[src/rtl/axi_wr_arbiter_2to1.sv]
// Two-into-one AXI4 write-channel arbiter: round-robin whole-burst grants held
// from AW through B, with WLAST regenerated from a beat counter.
module axi_wr_arbiter_2to1 #(
  parameter int unsigned ADDR_W = 32,
  parameter int unsigned DATA_W = 32
) (
  input  logic                ACLK,
  input  logic                ARESET,
  input  logic [ADDR_W-1:0]   S0_AXI_AWADDR,
  input  logic [7:0]          S0_AXI_AWLEN,
  input  logic                S0_AXI_AWVALID,
  output logic                S0_AXI_AWREADY,
  input  logic [DATA_W-1:0]   S0_AXI_WDATA,
  input  logic [DATA_W/8-1:0] S0_AXI_WSTRB,
  input  logic                S0_AXI_WLAST,
  input  logic                S0_AXI_WVALID,
  output logic                S0_AXI_WREADY,
  output logic [1:0]          S0_AXI_BRESP,
  output logic                S0_AXI_BVALID,
  input  logic                S0_AXI_BREADY,
  input  logic [ADDR_W-1:0]   S1_AXI_AWADDR,
  input  logic [7:0]          S1_AXI_AWLEN,
  input  logic                S1_AXI_AWVALID,
  output logic                S1_AXI_AWREADY,
  input  logic [DATA_W-1:0]   S1_AXI_WDATA,
  input  logic [DATA_W/8-1:0] S1_AXI_WSTRB,
  input  logic                S1_AXI_WLAST,
  input  logic                S1_AXI_WVALID,
  output logic                S1_AXI_WREADY,
  output logic [1:0]          S1_AXI_BRESP,
  output logic                S1_AXI_BVALID,
  input  logic                S1_AXI_BREADY,
  output logic [ADDR_W-1:0]   M_AXI_AWADDR,
  output logic [7:0]          M_AXI_AWLEN,
  output logic                M_AXI_AWVALID,
  input  logic                M_AXI_AWREADY,
  output logic [DATA_W-1:0]   M_AXI_WDATA,
  output logic [DATA_W/8-1:0] M_AXI_WSTRB,
  output logic                M_AXI_WLAST,
  output logic                M_AXI_WVALID,
  input  logic                M_AXI_WREADY,
  input  logic [1:0]          M_AXI_BRESP,
  input  logic                M_AXI_BVALID,
  output logic                M_AXI_BREADY,
  output logic                GRANT,
  output logic                PROTO_ERR
);

  localparam int unsigned LEN_W = 8;

  typedef enum logic [1:0] {IDLE, ADDR, DATA, RESP} state_e;

  state_e           state_q, state_d;
  logic             g_q, g_d;
  logic             p_q, p_d;
  logic [LEN_W-1:0] cnt_q, cnt_d;
  logic [LEN_W-1:0] len_q, len_d;
  logic             proto_err_q, proto_err_d;

  logic             sel_awvalid, sel_wvalid, sel_wlast, sel_bready;
  logic [LEN_W-1:0] sel_awlen;
  logic             aw_ready_c, w_ready_c, b_valid_c, last_beat_c;

  // Payloads always follow the granted requester; only handshakes are gated by state.
  assign M_AXI_AWADDR = g_q ? S1_AXI_AWADDR : S0_AXI_AWADDR;
  assign sel_awlen    = g_q ? S1_AXI_AWLEN  : S0_AXI_AWLEN;
  assign M_AXI_AWLEN  = sel_awlen;
  assign M_AXI_WDATA  = g_q ? S1_AXI_WDATA  : S0_AXI_WDATA;
  assign M_AXI_WSTRB  = g_q ? S1_AXI_WSTRB  : S0_AXI_WSTRB;
  assign sel_awvalid  = g_q ? S1_AXI_AWVALID : S0_AXI_AWVALID;
  assign sel_wvalid   = g_q ? S1_AXI_WVALID  : S0_AXI_WVALID;
  assign sel_wlast    = g_q ? S1_AXI_WLAST   : S0_AXI_WLAST;
  assign sel_bready   = g_q ? S1_AXI_BREADY  : S0_AXI_BREADY;
  assign last_beat_c  = (cnt_q == len_q);

  assign S0_AXI_AWREADY = aw_ready_c & ~g_q;
  assign S1_AXI_AWREADY = aw_ready_c &  g_q;
  assign S0_AXI_WREADY  = w_ready_c  & ~g_q;
  assign S1_AXI_WREADY  = w_ready_c  &  g_q;
  assign S0_AXI_BVALID  = b_valid_c  & ~g_q;
  assign S1_AXI_BVALID  = b_valid_c  &  g_q;
  assign S0_AXI_BRESP   = M_AXI_BRESP;
  assign S1_AXI_BRESP   = M_AXI_BRESP;

  assign GRANT     = g_q;
  assign PROTO_ERR = proto_err_q;

  always_ff @(posedge ACLK or posedge ARESET) begin
    if (ARESET) begin
      state_q     <= IDLE;
      g_q         <= 1'b0;
      p_q         <= 1'b0;
      cnt_q       <= '0;
      len_q       <= '0;
      proto_err_q <= 1'b0;
    end else begin
      state_q     <= state_d;
      g_q         <= g_d;
      p_q         <= p_d;
      cnt_q       <= cnt_d;
      len_q       <= len_d;
      proto_err_q <= proto_err_d;
    end
  end

  always_comb begin
    state_d       = state_q;
    g_d           = g_q;
    p_d           = p_q;
    cnt_d         = cnt_q;
    len_d         = len_q;
    proto_err_d   = 1'b0;
    M_AXI_AWVALID = 1'b0;
    M_AXI_WVALID  = 1'b0;
    M_AXI_WLAST   = 1'b0;
    M_AXI_BREADY  = 1'b0;
    aw_ready_c    = 1'b0;
    w_ready_c     = 1'b0;
    b_valid_c     = 1'b0;
    unique case (state_q)
      IDLE: begin
        if (S0_AXI_AWVALID && S1_AXI_AWVALID) begin
          g_d     = p_q;
          state_d = ADDR;
        end else if (S0_AXI_AWVALID) begin
          g_d     = 1'b0;
          state_d = ADDR;
        end else if (S1_AXI_AWVALID) begin
          g_d     = 1'b1;
          state_d = ADDR;
        end
      end
      ADDR: begin
        M_AXI_AWVALID = sel_awvalid;
        aw_ready_c    = M_AXI_AWREADY;
        if (sel_awvalid && M_AXI_AWREADY) begin
          len_d   = sel_awlen;
          cnt_d   = '0;
          state_d = DATA;
        end
      end
      DATA: begin
        M_AXI_WVALID = sel_wvalid;
        M_AXI_WLAST  = last_beat_c;
        w_ready_c    = M_AXI_WREADY;
        if (sel_wvalid && M_AXI_WREADY) begin
          // Requester WLAST is only checked; burst length comes from len_q.
          proto_err_d = (sel_wlast != last_beat_c);
          if (last_beat_c) begin
            state_d = RESP;
          end else begin
            cnt_d = cnt_q + LEN_W'(1);
          end
        end
      end
      RESP: begin
        b_valid_c    = M_AXI_BVALID;
        M_AXI_BREADY = sel_bready;
        if (M_AXI_BVALID && sel_bready) begin
          p_d     = ~g_q;
          state_d = IDLE;
        end
      end
      default: state_d = IDLE;
    endcase
  end

endmodule

[config.mk]
export PLATFORM = sky130hd
export DESIGN_NAME = axi_wr_arbiter_2to1
export DESIGN_NICKNAME = d
export VERILOG_FILES = /design/src/rtl/axi_wr_arbiter_2to1.sv
export SDC_FILE = /design/constraint.sdc
export NUM_CORES = 1
export LEC_CHECK = 0
export CAP_MARGIN = 20
export CORE_AREA = 2 2 102 104
export DETAILED_ROUTE_END_ITERATION = 8
export DIE_AREA = 0 0 104 106
export GPL_TIMING_DRIVEN = 0
export PLACE_DENSITY = 0.68
export REMOVE_ABC_BUFFERS = 1
export SYNTH_ARGS = -nofsm -noshare
export SYNTH_HDL_FRONTEND = slang
export SYNTH_SLANG_ARGS = --single-unit
[constraint.sdc]
create_clock -name ACLK -period 2.5 [get_ports ACLK]
set_clock_uncertainty 0.1 [all_clocks]
set_input_delay 0.5 -clock ACLK [delete_from_list [all_inputs] [get_ports ACLK]]
set_output_delay 0.5 -clock ACLK [all_outputs]
set_load 0.005 [all_outputs]
==> reports/metrics.csv, run 1 <==
metric,value,unit
outcome,"finished, final reports clean",
dieArea,11000,um2
critPathMaxFanout,29,
worstPathArrival,1860,ps
antenna_found_initial,0,
timing.final.crit_period,2460,ps
synth_top_family_by_area,multiplexers,
grtUsageTotal,18.8,%
hold_buffers,0,
wl_per_cell,17.0,um
ir_worst_vdd,399,uV
htree_levels,1,
start_kind,register,
core_area,10000,um2
setup_viol,0,
crit_buf_inv,3,
dpl.hpwl,8470,um
max_stage_delay,490,ps
crit_end,M_AXI_WDATA[0],
r2r_slack,290,ps
yosys.area_share.simple,12.3,%
cts_tree,yes,
grt_max_degree,31,
fp.dieH,106,um
synthMuxAreaShare,45.1,%
clock_latency,270,ps
rsz0062_at_grt,true,
synth.avg_cell_area,10.0,um2
synth_seq_cells,21,
synth_compound_area_share,7.40,%
vias,2798,
synth_area,2270,um2
synthCells,226,
crit_type,reg2out,
powerDensity,761,nW/um2
fmax,406,MHz
first_pass_iters,4,
drt_iter0_drc,88,
fin_cells,614,
rr_endpoint,len_q[3]$_DFFE_PP0P_,
initial_core_util,22.7,%
areaGrowthSynthToFinish,128,%
drive_gt1_share,23.6,%
ctsLongestPathBuffers,2,
cts_buffers,3,
io_buffer_count,252,
ys_types,37,
ant_nets,0,
path_depth,4,
regToRegStartpoint,GRANT$_DFFE_PP0P_,
final_nets,652,
synth_fa_ha_area_share,3.31,%
place_congestion,0.775,
drv_cap,0,
p_leak,2.23,nW
startpoint,GRANT$_DFFE_PP0P_,
drc,0,
hold_viol_final,0,
reg2regPathDepth,4,
cp-end-kind,primary output,
holdCritPathClass,reg2reg,
yosysWarningCount,0,
cts_root_buf,clkbuf_8,
wl,10400,um
slew_headroom,44.5,%
worst_pin_slew,831,ps
grt_pass1_vias,2955,
crit_chain,"buf_12, buf_16, mux2_2, clkdlybuf4s50_1",
final_util,51.7,%
period_share,98.4,%
cts.sinks,21,
synth_xor_area_share,3.48,%
path_delay_family,buffers and inverters,
rows,37,
grt_first_pass_wirelength,16300,um
grt-ovfl-total,0,
pin_count,259,
fp.dieW,104,um
required,1900,ps
via_per_inst,4.56,
ys_seq_area_share,23.2,%
clk_pin_slew,80,ps
maxSlewViolCount,0,
dp_cells,599,
crit_slowest_cell,dfrtp_4,
insertedDiodeCount,0,
-- worst min path at each step --
| stage | startpoint | end | slack, ps | depth (start not counted) |
|---|---|---|---|---|
| final | len_q[5]$_DFFE_PP0P_ | len_q[5]$_DFFE_PP0P_ | 450 | 1 |
| after global routing | len_q[2]$_DFFE_PP0P_ | len_q[2]$_DFFE_PP0P_ | 470 | 1 |
| after CTS | len_q[5]$_DFFE_PP0P_ | len_q[5]$_DFFE_PP0P_ | 450 | 1 |
| after detailed placement | len_q[5]$_DFFE_PP0P_ | len_q[5]$_DFFE_PP0P_ | 430 | 1 |
| after global placement | p_q$_DFFE_PP0P_ | p_q$_DFFE_PP0P_ | 420 | 2 |
| after floorplan | p_q$_DFFE_PP0P_ | p_q$_DFFE_PP0P_ | 370 | 2 |
-- placed cells by master (no fill, tap or decap), types with 2 or more instances in the layout --
| master | Yosys | final |
|---|---|---|
| buf_16 | 0 | 2 |
| nor3_1 | 2 | 2 |
| ha_4 | 0 | 2 |
| nor2_1 | 8 | 8 |
| or4_1 | 3 | 3 |
| dlygate4sd2_1 | 0 | 2 |
| nor2b_1 | 3 | 3 |
| nand4_1 | 2 | 2 |
| clkbuf_8 | 0 | 3 |
| a31oi_1 | 2 | 2 |
| o21ai_0 | 3 | 3 |
| nor4_2 | 0 | 2 |
| o2bb2ai_1 | 2 | 2 |
| a21oi_1 | 3 | 3 |
| ha_1 | 6 | 4 |
| buf_6 | 2 | 2 |
| buf_4 | 4 | 7 |
| dfrtp_1 | 21 | 19 |
| mux2_2 | 85 | 85 |
| and2_1 | 2 | 2 |
| nand2_1 | 17 | 16 |
| a211o_1 | 2 | 2 |
| dlymetal6s2s_1 | 0 | 21 |
| and3_1 | 4 | 4 |
| clkdlybuf4s50_1 | 0 | 229 |
| a21o_1 | 2 | 2 |
| mux2i_1 | 5 | 4 |
| nand3_1 | 7 | 7 |
| nand2_2 | 1 | 2 |
| o211ai_1 | 4 | 4 |
| inv_1 | 6 | 5 |
| xor2_1 | 8 | 8 |
-- through the flow --
step | setup slack [ps] | TNS (ps) | hold WS, ps | power (mW) | cell area, um2
detailed placement | -59.6 | -231 | 431 | 3.46 | 4890
global route | -6.10 | -6.10 | 470 | 4.22 | 5160
floorplan | -1140 | -70490 | 369 | 2.07 | 2170
finish | 39.7 | 0 | 445 | 3.93 | 5160
CTS | -21.7 | -24.1 | 449 | 3.93 | 5060
global placement | -2150 | -198210 | 415 | 3.42 | 4860
-- cell usage after synthesis --
| cell type | n | area share, % |
|---|---|---|
| a211o_1 | 2 | 0.77 |
| a21o_1 | 2 | 0.66 |
| a21oi_1 | 3 | 0.66 |
| a31oi_1 | 2 | 0.55 |
| and2_1 | 2 | 0.55 |
| and3_1 | 4 | 1.1 |
| buf_2 | 6 | 1.3 |
| buf_4 | 4 | 1.3 |
| buf_6 | 2 | 0.99 |
| clkbuf_1 | 4 | 0.66 |
| dfrtp_1 | 21 | 23 |
| ha_1 | 6 | 3.3 |
| inv_1 | 6 | 0.99 |
| mux2_2 | 85 | 42 |
| mux2i_1 | 5 | 2.2 |
| mux2i_2 | 1 | 0.61 |
| nand2_1 | 17 | 2.8 |
| nand2_2 | 1 | 0.28 |
| nand2b_1 | 1 | 0.28 |
| nand3_1 | 7 | 1.5 |
| nand4_1 | 2 | 0.55 |
| nand4b_1 | 1 | 0.39 |
| nor2_1 | 8 | 1.3 |
| nor2b_1 | 3 | 0.83 |
| nor3_1 | 2 | 0.44 |
| nor3b_1 | 1 | 0.33 |
| nor4_1 | 3 | 0.83 |
| o2111ai_1 | 1 | 0.39 |
| o211a_1 | 1 | 0.44 |
| o211ai_1 | 4 | 1.3 |
| o21ai_0 | 3 | 0.66 |
| o21ai_4 | 1 | 0.72 |
| o2bb2ai_1 | 2 | 0.77 |
| o32a_1 | 1 | 0.44 |
| or4_1 | 3 | 0.99 |
| xnor2_1 | 1 | 0.39 |
| xor2_1 | 8 | 3.1 |
-- per-layer routing --
| metal | GRT usage, % | up-vias | share of wire, % |
|---|---|---|---|
| li1 | - | 1328 | - |
| met1 | 20.9 | 1276 | 38 |
| met2 | 34.3 | 176 | 49 |
| met3 | 7.05 | 18 | 10 |
| met4 | 3.76 | 0 | 2.2 |
| met5 | 0 | - | 0 |
-- where the power goes --
group,internal [mW],switching (mW),leakage (nW)
Clock,0.111,0.121,0.0255
Combinational,1.90,1.13,1.94
Sequential,0.498,0.169,0.257
-- what timing repair did --
action	4_1_cts	5_1_grt
gates cloned	1	0
pin swaps	3	0
hold endpoints to repair	0	0
endpoints found under the setup margin	61	11
setup buffers	7	3
resized for setup	12	24
-- area by class of cell --
cell class | count | area (um2)
Clock inverter | 1 | 5.00
Fill cell | 937 | 4830
Tap cell | 136 | 170
Multi-Input combinational cell | 183 | 1670
Sequential cell | 21 | 531
Inverter | 6 | 22.5
Clock buffer | 3 | 41.3
Timing Repair Buffer | 264 | 2720
-- state kept, by name, summed over array words and instances, names as in the netlist --
| name | cells |
|---|---|
| PROTO_ERR | 1 |
| state_q | 2 |
| len_q | 8 |
| cnt_q | 8 |
| GRANT | 1 |
| p_q | 1 |
-- cells by family (layout without fill, tap and decap cells) --
family / Yosys count / in the layout
compound gates: 22 / 22
xor+xnor: 9 / 9
fa+ha+maj: 6 / 6
buf+inv: 22 / 274
flops: 21 / 21
mux: 91 / 91
simple gates: 55 / 55
No activity file was read; power rests on OpenSTA's default activity.
==> inputs of run 2 (changes only) <==
--- a/config.mk
+++ b/config.mk
@@ -5,6 +5,7 @@
 export SDC_FILE = /design/constraint.sdc
 export NUM_CORES = 1
 export LEC_CHECK = 0
+export ABC_AREA = 1
 export CAP_MARGIN = 20
 export CORE_AREA = 2 2 102 104
 export DETAILED_ROUTE_END_ITERATION = 8
==> run 2 against run 1 <==
Against the previous run: the run now ends with negative setup slack left; total power is 1.8% higher; via count is 28% higher; routed wire length is 15% higher; highest routed layer unchanged.
==> reports/metrics.csv, run 2 <==
metric,value,unit
fp.dieH,106,um
cell_internal_pwr,2.25,mW
ys_types,30,
synth_edf_count,0,
final_util,52.5,%
required,1900,ps
crit_slowest_cell,dfrtp_4,
cts_buffers,3,
cts_root_buf,clkbuf_8,
wl_per_cell,14.5,um
fin_worst_hold_slack,422,ps
grt_pass1_vias,3569,
synth_area_leaders,"nand2_1 (48%), dfrtp_1 (22%), nor2_1 (3.5%), ha_1 (3.2%), inv_1 (3.2%)",
drive_gt1_share,5.36,%
start_kind,register,
switching_share,43.7,%
setup_ws,-51.8,ps
via_per_inst,4.35,
register_area,533,um2
grt_first_pass_wirelength,17900,um
ctsLongestPathBuffers,2,
outcome,"finished, violations left",
dp_slack,-680,ps
cts_tree,yes,
period_share,102,%
dpl.hpwl,8850,um
fmax,392,MHz
synth_area,2350,um2
grt-ovfl-total,0,
rows,37,
maxSlewViolCount,0,
insertedDiodeCount,0,
cts.sinks,21,
pin_count,259,
io_buffer_count,252,
p_seq_share,14.4,%
rsz0062_at_grt,true,
antenna_found_initial,0,
max_stage_delay,570,ps
ir_worst_vdd,341,uV
p_switching,1.75,mW
synth_most_common_cell,nand2_1,
initial_core_util,23.5,%
grtUsageTotal,20.2,%
drv_cap,0,
yosys-top-cells-count,"nand2_1 (300), nor2_1 (22), dfrtp_1 (21)",
first_pass_iters,4,
hold_viol_final,0,
hold_buffers,0,
slew_headroom,46.7,%
clock_latency,270,ps
clkPwrFrac,5.9,%
final_nets,864,
yosys.area.top_type,nand2_1,
drc,0,
final_cell_mix,"nand2_1 (299), clkdlybuf4s50_1 (245), nor2_1 (21), inv_1 (19), dfrtp_1 (17)",
layout_commonest_cell,nand2_1,
areaGrowthSynthToFinish,124,%
critPathMaxFanout,82,
dieArea,11000,um2
setup_viol,15,
vias,3589,
violations,negative setup slack,
yosysWarningCount,0,
timing.final.crit_period,2550,ps
p_comb_share,79.7,%
wl,12000,um
holdCritPathClass,reg2reg,
core_area,10000,um2
grt_max_degree,83,
clk_pin_slew,70,ps
ys_async_sr_fraction,100,%
drt_iter0_drc,153,
cp-end-kind,primary output,
synth_ff_type,dfrtp_1,
fillers,1020,
synth_seq_cells,21,
htree_levels,1,
crit_type,reg2out,
multi_input_area,1650,um2
powerDensity,761,nW/um2
worstPathArrival,1950,ps
ys_seq_area_share,22.4,%
synthCells,445,
fp.dieW,104,um
synth_top_area_share,48.0,%
worst_pin_slew,798,ps
ant_nets,0,
p_leak,2.54,nW
crit_chain,"inv_16, nand2_1, a21boi_1, clkdlybuf4s50_1",
place_congestion,0.829,
synth.avg_cell_area,5.27,um2
top_regs,"cnt_q (8), len_q (8), state_q (2)",
run 2: per-layer routing:
layer  vias up  GRT usage, %  wire length, um
li1       1836             -                -
met1      1582          22.7             4760
met2       148          36.7             6060
met3        23          5.82              912
met4         0          6.27              289
met5         -             0                0
run 2: timing repair:
item / in CTS / in global routing
endpoints found under the setup margin: 97 / 51
resized for setup: 19 / 18
gates cloned: 0 / 3
pin swaps: 1 / 0
setup buffers: 6 / 3
run 2: path summary, 6_finish.rpt:
check,end,from,depth (start not counted),slack [ps]
hold reg to reg,p_q$_DFFE_PP0P_,p_q$_DFFE_PP0P_,2,420
min in group asynchronous,cnt_q[5]$_DFFE_PP0P_,ARESET,2,580
setup / recovery,M_AXI_BREADY,GRANT$_DFFE_PP0P_,4,-50
max in group asynchronous,GRANT$_DFFE_PP0P_,ARESET,2,1130
hold / removal,p_q$_DFFE_PP0P_,p_q$_DFFE_PP0P_,2,420
setup reg to reg,cnt_q[1]$_DFFE_PP0P_,GRANT$_DFFE_PP0P_,10,540
run 2: final cells by class:
cell class | count | area share, %
Tap cell | 136 | 3.24
Sequential cell | 21 | 10.1
Clock buffer | 4 | 0.858
Inverter | 22 | 1.98
Timing Repair Buffer | 265 | 52.3
Multi-Input combinational cell | 378 | 31.4
run 2: metrics by stage:
step | setup TNS, ps | cell area, um2 | power (mW) | instances
after floorplan | -80020 | 2230 | 1.81 | 421
after global placement | -255800 | 4920 | 3.35 | 809
after detailed placement | -30460 | 4960 | 3.39 | 811
after CTS | -671 | 5100 | 3.81 | 820
after global routing | -1930 | 5250 | 4.34 | 826
final | -273 | 5250 | 4.00 | 826
run 2: power groups by stage:
stage                     clock, mW  combinational [mW]  sequential [mW]
after floorplan                   0                1.18            0.629
after global placement            0                2.66            0.699
after detailed placement          0                2.76            0.633
after CTS                     0.241                3.00            0.568
after global routing          0.250                3.50            0.589
final                         0.236                3.19            0.576
run 2: logic make-up (layout without fill, tap and decap cells):
family	after synthesis	in the layout	share of synthesized area, %
compound gates	18	18	4.32
flops	21	21	22.4
buf+inv	46	291	8.48
simple gates	348	348	59.4
fa+ha+maj	6	6	3.20
xor+xnor	6	6	2.24
run 2: worst max-delay path, delay by kind of cell, from the launching register on:
family | cells | cell delay (ps)
AO/OA/AOI/OAI | 1 | 180
buffers and inverters | 2 | 780
flip-flops | 1 | 570
AND/OR/NAND/NOR | 1 | 110
